File: config.mk
export PLATFORM = sky130hd
export DESIGN_NAME = clk_mon
export DESIGN_NICKNAME = d
export VERILOG_FILES = /design/src/rtl/clk_mon_pkg.sv /design/src/rtl/clk_mon_sync.sv /design/src/rtl/clk_mon.sv
export SDC_FILE = /design/constraint.sdc
export NUM_CORES = 1
export LEC_CHECK = 0
export CORE_ASPECT_RATIO = 1.1
export CORE_MARGIN = 4
export CORE_UTILIZATION = 49
export CTS_BUF_LIST = sky130_fd_sc_hd__clkbuf_8
export DETAILED_ROUTE_END_ITERATION = 8
export GPL_ROUTABILITY_DRIVEN = 1
export GPL_TIMING_DRIVEN = 0
export PLACE_DENSITY = 0.75
export SYNTH_ARGS = -nofsm -noshare
export SYNTH_HDL_FRONTEND = slang
export SYNTH_SLANG_ARGS = --single-unit
export TNS_END_PERCENT = 5
File: constraint.sdc
create_clock -name clk_src -period 2.8 [get_ports clk_src]
set_input_delay 0.42 -clock clk_src [delete_from_list [all_inputs] [get_ports clk_src]]
set_output_delay 0.42 -clock clk_src [all_outputs]
set_load 0.01 [all_outputs]
File: src/rtl/clk_mon_pkg.sv
// Shared types and elaboration-time helpers for the clk_mon clock monitor.
package clk_mon_pkg;

    typedef enum logic [1:0] {
        IDLE    = 2'd0,
        MEASURE = 2'd1,
        LOCKED  = 2'd2
    } state_e;

    // Nominal period in clk_src cycles, rounded to nearest (inputs are positive).
    function automatic int calc_nom(input real src_mhz, input real nom_mhz);
        return $rtoi(src_mhz / nom_mhz + 0.5);
    endfunction

endpackage

File: src/rtl/clk_mon_sync.sv
// Two-flop synchroniser for clk_in plus history flop and registered edge strobes.
module clk_mon_sync (
    input  logic clk_src,
    input  logic rst,
    input  logic clk_in,
    output logic rise,
    output logic fall
);

    logic sync1_q, sync1_d;
    logic sync2_q, sync2_d;
    logic hist_q,  hist_d;
    logic rise_q,  rise_d;
    logic fall_q,  fall_d;

    // Edge decode from the synchronised level and its one-cycle history.
    always_comb begin
        sync1_d = clk_in;
        sync2_d = sync1_q;
        hist_d  = sync2_q;
        rise_d  = sync2_q & ~hist_q;
        fall_d  = ~sync2_q & hist_q;
    end

    // Synchroniser, history and strobe registers.
    always_ff @(posedge clk_src) begin
        if (rst) begin
            sync1_q <= 1'b0;
            sync2_q <= 1'b0;
            hist_q  <= 1'b0;
            rise_q  <= 1'b0;
            fall_q  <= 1'b0;
        end else begin
            sync1_q <= sync1_d;
            sync2_q <= sync2_d;
            hist_q  <= hist_d;
            rise_q  <= rise_d;
            fall_q  <= fall_d;
        end
    end

    assign rise = rise_q;
    assign fall = fall_q;

endmodule

File: src/rtl/clk_mon.sv
// Clock monitor: measures clk_in period in clk_src cycles, tracks lock and timeouts.
// Optional period averaging buffer is enabled by defining CLK_MON_AVG_EN.
module clk_mon
    import clk_mon_pkg::*;
#(
    parameter real CLK_SRC  = 125.0,
    parameter real CLK_NOM  = 3.579545,
    parameter int  PERIOD_W = 8,
    parameter int  TOL      = 2,
    parameter int  LOCK_CNT = 16,
    parameter int  AVG_LOG2 = 3
) (
    input  logic                         clk_src,
    input  logic                         rst,
    input  logic                         clk_in,
    output logic                         rise,
    output logic                         fall,
    output logic [PERIOD_W-1:0]          period,
    output logic                         period_vld,
    output logic [PERIOD_W+AVG_LOG2-1:0] period_avg,
    output logic                         avg_vld,
    output logic                         locked,
    output logic                         lost
);

    localparam int NOM     = calc_nom(CLK_SRC, CLK_NOM);
    localparam int TIMEOUT = 2 * NOM;
    localparam int GOOD_W  = $clog2(LOCK_CNT + 1);
    localparam int AVG_W   = PERIOD_W + AVG_LOG2;

    localparam logic [PERIOD_W-1:0] CNT_MAX   = '1;
    localparam logic [PERIOD_W-1:0] TIMEOUT_C = PERIOD_W'(TIMEOUT);
    localparam logic [PERIOD_W-1:0] NOM_LO    = PERIOD_W'(NOM - TOL);
    localparam logic [PERIOD_W-1:0] NOM_HI    = PERIOD_W'(NOM + TOL);
    localparam logic [GOOD_W-1:0]   LOCK_C    = GOOD_W'(LOCK_CNT);

    state_e                state_q, state_d;
    logic [PERIOD_W-1:0]   cnt_q, cnt_d;
    logic [GOOD_W-1:0]     good_cnt_q, good_cnt_d;
    logic [GOOD_W-1:0]     good_inc_s;
    logic [PERIOD_W-1:0]   period_q, period_d;
    logic                  period_vld_q, period_vld_d;
    logic                  locked_q, locked_d;
    logic                  lost_q, lost_d;
    logic                  avg_vld_q, avg_vld_d;
    logic                  rise_s, fall_s;
    logic                  period_good_s;
    logic                  capture_s;
    logic                  clear_avg_s;

    clk_mon_sync u_sync (
        .clk_src (clk_src),
        .rst     (rst),
        .clk_in  (clk_in),
        .rise    (rise_s),
        .fall    (fall_s)
    );

    assign period_good_s = (cnt_q >= NOM_LO) && (cnt_q <= NOM_HI);
    assign good_inc_s    = (good_cnt_q == LOCK_C) ? good_cnt_q : good_cnt_q + GOOD_W'(1);

    // Period counter, lock FSM and status strobes; a rise outranks a coincident timeout.
    always_comb begin
        state_d      = state_q;
        good_cnt_d   = good_cnt_q;
        period_d     = period_q;
        period_vld_d = 1'b0;
        lost_d       = 1'b0;
        capture_s    = 1'b0;
        clear_avg_s  = 1'b0;

        if (rise_s) begin
            cnt_d = PERIOD_W'(1);
        end else if (cnt_q != CNT_MAX) begin
            cnt_d = cnt_q + PERIOD_W'(1);
        end else begin
            cnt_d = cnt_q;
        end

        case (state_q)
            IDLE: begin
                if (rise_s) begin
                    state_d = MEASURE;
                end else begin
                    state_d = IDLE;
                end
            end
            MEASURE, LOCKED: begin
                if (rise_s) begin
                    capture_s    = 1'b1;
                    period_d     = cnt_q;
                    period_vld_d = 1'b1;
                    if (period_good_s) begin
                        good_cnt_d = good_inc_s;
                        if ((state_q == MEASURE) && (good_inc_s == LOCK_C)) begin
                            state_d = LOCKED;
                        end else begin
                            state_d = state_q;
                        end
                    end else begin
                        good_cnt_d = '0;
                        state_d    = MEASURE;
                        lost_d     = (state_q == LOCKED);
                    end
                end else if (cnt_q == TIMEOUT_C) begin
                    state_d     = IDLE;
                    good_cnt_d  = '0;
                    clear_avg_s = 1'b1;
                    lost_d      = (state_q == LOCKED);
                end else begin
                    state_d = state_q;
                end
            end
            default: begin
                state_d    = IDLE;
                good_cnt_d = '0;
            end
        endcase

        locked_d = (state_d == LOCKED);
    end

    // Main state and output registers.
    always_ff @(posedge clk_src) begin
        if (rst) begin
            state_q      <= IDLE;
            cnt_q        <= '0;
            good_cnt_q   <= '0;
            period_q     <= '0;
            period_vld_q <= 1'b0;
            locked_q     <= 1'b0;
            lost_q       <= 1'b0;
            avg_vld_q    <= 1'b0;
        end else begin
            state_q      <= state_d;
            cnt_q        <= cnt_d;
            good_cnt_q   <= good_cnt_d;
            period_q     <= period_d;
            period_vld_q <= period_vld_d;
            locked_q     <= locked_d;
            lost_q       <= lost_d;
            avg_vld_q    <= avg_vld_d;
        end
    end

`ifdef CLK_MON_AVG_EN
    localparam int AVG_N = 2 ** AVG_LOG2;

    logic [AVG_N-1:0][PERIOD_W-1:0] hist_buf_q, hist_buf_d;
    logic [AVG_W-1:0]               sum_q, sum_d;
    logic [AVG_LOG2:0]              fill_q, fill_d;

    // Sliding-window sum: newest period in, oldest out; empty slots hold zero.
    always_comb begin
        hist_buf_d = hist_buf_q;
        sum_d      = sum_q;
        fill_d     = fill_q;
        if (clear_avg_s) begin
            hist_buf_d = '0;
            sum_d      = '0;
            fill_d     = '0;
        end else if (capture_s) begin
            hist_buf_d = {hist_buf_q[AVG_N-2:0], cnt_q};
            sum_d      = sum_q + AVG_W'(cnt_q) - AVG_W'(hist_buf_q[AVG_N-1]);
            if (fill_q != (AVG_LOG2+1)'(AVG_N)) begin
                fill_d = fill_q + (AVG_LOG2+1)'(1);
            end else begin
                fill_d = fill_q;
            end
        end else begin
            fill_d = fill_q;
        end
        avg_vld_d = (fill_d == (AVG_LOG2+1)'(AVG_N));
    end

    // Averager storage.
    always_ff @(posedge clk_src) begin
        if (rst) begin
            hist_buf_q <= '0;
            sum_q      <= '0;
            fill_q     <= '0;
        end else begin
            hist_buf_q <= hist_buf_d;
            sum_q      <= sum_d;
            fill_q     <= fill_d;
        end
    end

    assign period_avg = sum_q;
`else
    // Without the window, validity tracks whether any period has been captured.
    always_comb begin
        if (clear_avg_s) begin
            avg_vld_d = 1'b0;
        end else if (capture_s) begin
            avg_vld_d = 1'b1;
        end else begin
            avg_vld_d = avg_vld_q;
        end
    end

    assign period_avg = {period_q, {AVG_LOG2{1'b0}}};
`endif

    assign rise       = rise_s;
    assign fall       = fall_s;
    assign period     = period_q;
    assign period_vld = period_vld_q;
    assign avg_vld    = avg_vld_q;
    assign locked     = locked_q;
    assign lost       = lost_q;

endmodule

==> impl_metrics.yaml <==
yosys:
  netlist-cell-type-count: 50
  synthCells: 182
  synth_ff_type: "dfxtp_1"
  yosys.area_share.adder_pct: 7.59
  yosysSeqAreaShare_pct: 38.8
  synth-seq-cells: 32
  ys_warn_count: 0
  syn_area_mm2: 0.00165
  synth_edf_count: 0
  syn_avg_cell_area_um2: 9.06
  synth_top_family_by_area: "simple AND/OR/NAND/NOR gates"
  yosys-mux-area-fraction_pct: 0
  synthArstFlopShare_pct: 0
  synth-xor-area-share_pct: 3.72
  synth-compound-area-share_pct: 16.2
  synth-simple-area-share_pct: 24.7
route:
  via_count: 1357
  ant_nets: 0
  viasPerCell: 5.43
  wl_per_cell_um: 14.3
  drc: 0
  drtIter0Drc: 49
  routed_wl_mm: 3.57
  first_pass_iters: 4
grt:
  first_global_vias: 1328
  gr-total-overflow: 0
  grt_max_degree: 11
  antenna_found_initial: 0
  grt_pass1_wl_mm: 6.02
  grt_usage_pct: 18.0
setup_path:
  worstPathMaxFanout: 6
  critPathLaunchType: "flip-flop"
  crit_start: "cnt_q[0]"
  critPathMaxStageDelay_ps: 440
  critPathKind: "flip-flop to flip-flop"
  crit_chain: "inv_1 -> ha_1 -> xnor2_1 -> o2111ai_1 -> nor4_4 -> nand2b_1 -> o2bb2ai_1"
  r2r-end: "good_cnt_q[2]"
  worstPathRequired_ps: 3010
  cp-end-kind: "flip-flop"
  timing.rr.start: "cnt_q[0]"
  cpMaxStageDelayCell: "dfxtp_1"
  crit_family: "simple AND/OR/NAND/NOR gates"
  worst-r2r-setup-slack_ps: 790
  worst-r2r-cell-count: 7
  crit_arrival_ps: 2230
  timing.critical_path.buf_inv: 1
clocking:
  cts_hold_buf: 0
  cts_setup_buffers: 0
  path_clk_slew_ps: 60
  clock_latency_ps: 290
  cts_root_buf: "clkbuf_8"
  clockBufferDepth: 2
  cts_tree: "done"
  h-tree-depth: 2
  cts.sinks: 32
  cts_made_buffers: 5
  postCtsResizedCells: 0
sta:
  fin_crit_sh_pct: 71.9
  fmax_ghz: 0.497
  fin_skew_ps: 3.63
  fin_tns_setup_ps: 0
  rsz0062_at_grt: "false"
  finalMaxSlewViolations: 0
  period_needed_ps: 2010
  hold_viol: 0
  finalSetupViolations: 0
placed_design:
  dpl.hpwl_mm: 2.63
  post_dp_cell_area_mm2: 0.00194
  gp_congestion: 0.894
  port_buffers: 24
floorplanning:
  start_util_pct: 52.7
  ios: 28
  core_mm2: 0.00313
  chipWidth_um: 63.3
  row_count: 21
  die_h_um: 68.8
  die_area_mm2: 0.00436
power_and_ir_drop:
  p_leak_nw: 0.773
  irDropWorstVdd_mv: 0.508
  power_density_mw_per_mm2: 460
worst_hold_path:
  min_to: "u_sync.fall"
  holdPathStages: 1
  worstHoldStart: "u_sync.hist_d"
  hold_class: "flip-flop to flip-flop"
layout:
  fin_nets: 228
  final_cell_area_mm2: 0.00205
  drive_above_1_share_pct: 15.3
  antenna_cells: 0
  area_delta_synth_final_pct: 24.1
run:
  drv_cap: 0
run_status:
  status: "complete, no violations"
flip-flops by register name (all words and copies together), names as in the netlist, 2 cells and up:
name and flops:
state_q 2, good_cnt_q 5, cnt_q 8, period 8
synth_stat cells, drive strengths merged, types with 2 or more instances:
library cell	number	area [um2]
nor3	4	25.0
o2111ai	2	23.8
nand3b	2	15.0
clkbuf	3	11.3
and2	2	13.8
nor3b	2	20.0
nand3	4	20.0
dfxtp	32	641
a22oi	2	15.0
nand2	20	75.1
a32o	2	21.3
nor2b	8	60.1
ha	10	125
nor2	13	48.8
buf	12	87.6
o211ai	3	27.5
and3	3	20.0
a21oi	15	75.1
inv	12	45.0
a211oi	2	15.0
a311oi	2	17.5
xnor2	6	52.6
nand4	2	18.8
nand2b	4	25.0
where the power goes:
group	switching, mW	leakage, nW	total [mW]	internal (mW)
combinational	0.0267	0.455	0.0467	0.0200
sequential	0.00760	0.259	0.469	0.462
clock	0.166	0.0593	0.426	0.260
cells by family after synthesis:
group	after synthesis
flops	32
xor+xnor	7
other cells	1
fa+ha+maj	10
buf+inv	27
simple gates	69
compound gates	36
worst max-delay path by stage:
stage	to	slack, ps	cells past startpoint
final	good_cnt_q[2]	790	7
after global routing	good_cnt_q[2]	590	7
after CTS	good_cnt_q[2]	780	7
after detailed placement	good_cnt_q[2]	850	7
after global placement	good_cnt_q[2]	900	7
after floorplan	locked	1080	7
cells in the final DEF, fill, tap and decap left out, drive strengths merged, types with 2 or more instances in the layout:
cell type / instances
nand3: 4
inv: 13
nor2b: 8
nor3b: 2
ha: 10
nand2: 20
a32o: 2
a211oi: 2
conb: 3
clkdlybuf4s50: 24
o211ai: 3
dfxtp: 32
nand4: 2
and2: 2
a21oi: 15
o2111ai: 2
a311oi: 2
nand3b: 2
a22oi: 2
nand2b: 4
buf: 12
clkbuf: 8
and3: 3
nor2: 13
nor3: 4
xnor2: 6
layout make-up:
| cell class | instances | area [um2] |
|---|---|---|
| buffer | 15 | 98.8 |
| multi-input combinational | 125 | 872 |
| fill | 267 | 1080 |
| sequential | 32 | 641 |
| inverter | 12 | 45.0 |
| timing repair buffer | 24 | 240 |
| clock inverter | 3 | 38.8 |
| tap | 34 | 42.5 |
| clock buffer | 5 | 68.8 |
metal layers:
| metal | wire length (um) | global-route usage (%) |
|---|---|---|
| met3 | 267 | 6.00 |
| met2 | 1670 | 32.1 |
| met1 | 1550 | 19.8 |
| met4 | 79 | 8.09 |
| met5 | 0 | 0 |
through the flow:
| stage | util [%] | power [mW] | hold slack, ps | setup slack (ps) | cells |
|---|---|---|---|---|---|
| 4_1_cts | 65.5 | 0.951 | 414 | 784 | 250 |
| 3_3_place_gp | 62.0 | 0.524 | 393 | 896 | 242 |
| 3_5_place_dp | 62.0 | 0.525 | 406 | 853 | 242 |
| 6_report | 65.5 | 0.941 | 412 | 787 | 250 |
| 2_1_floorplan | - | 0.512 | 383 | 1080 | 184 |
| 5_1_grt | 65.5 | 0.979 | 426 | 588 | 250 |
(Power assumes the default switching activity.)
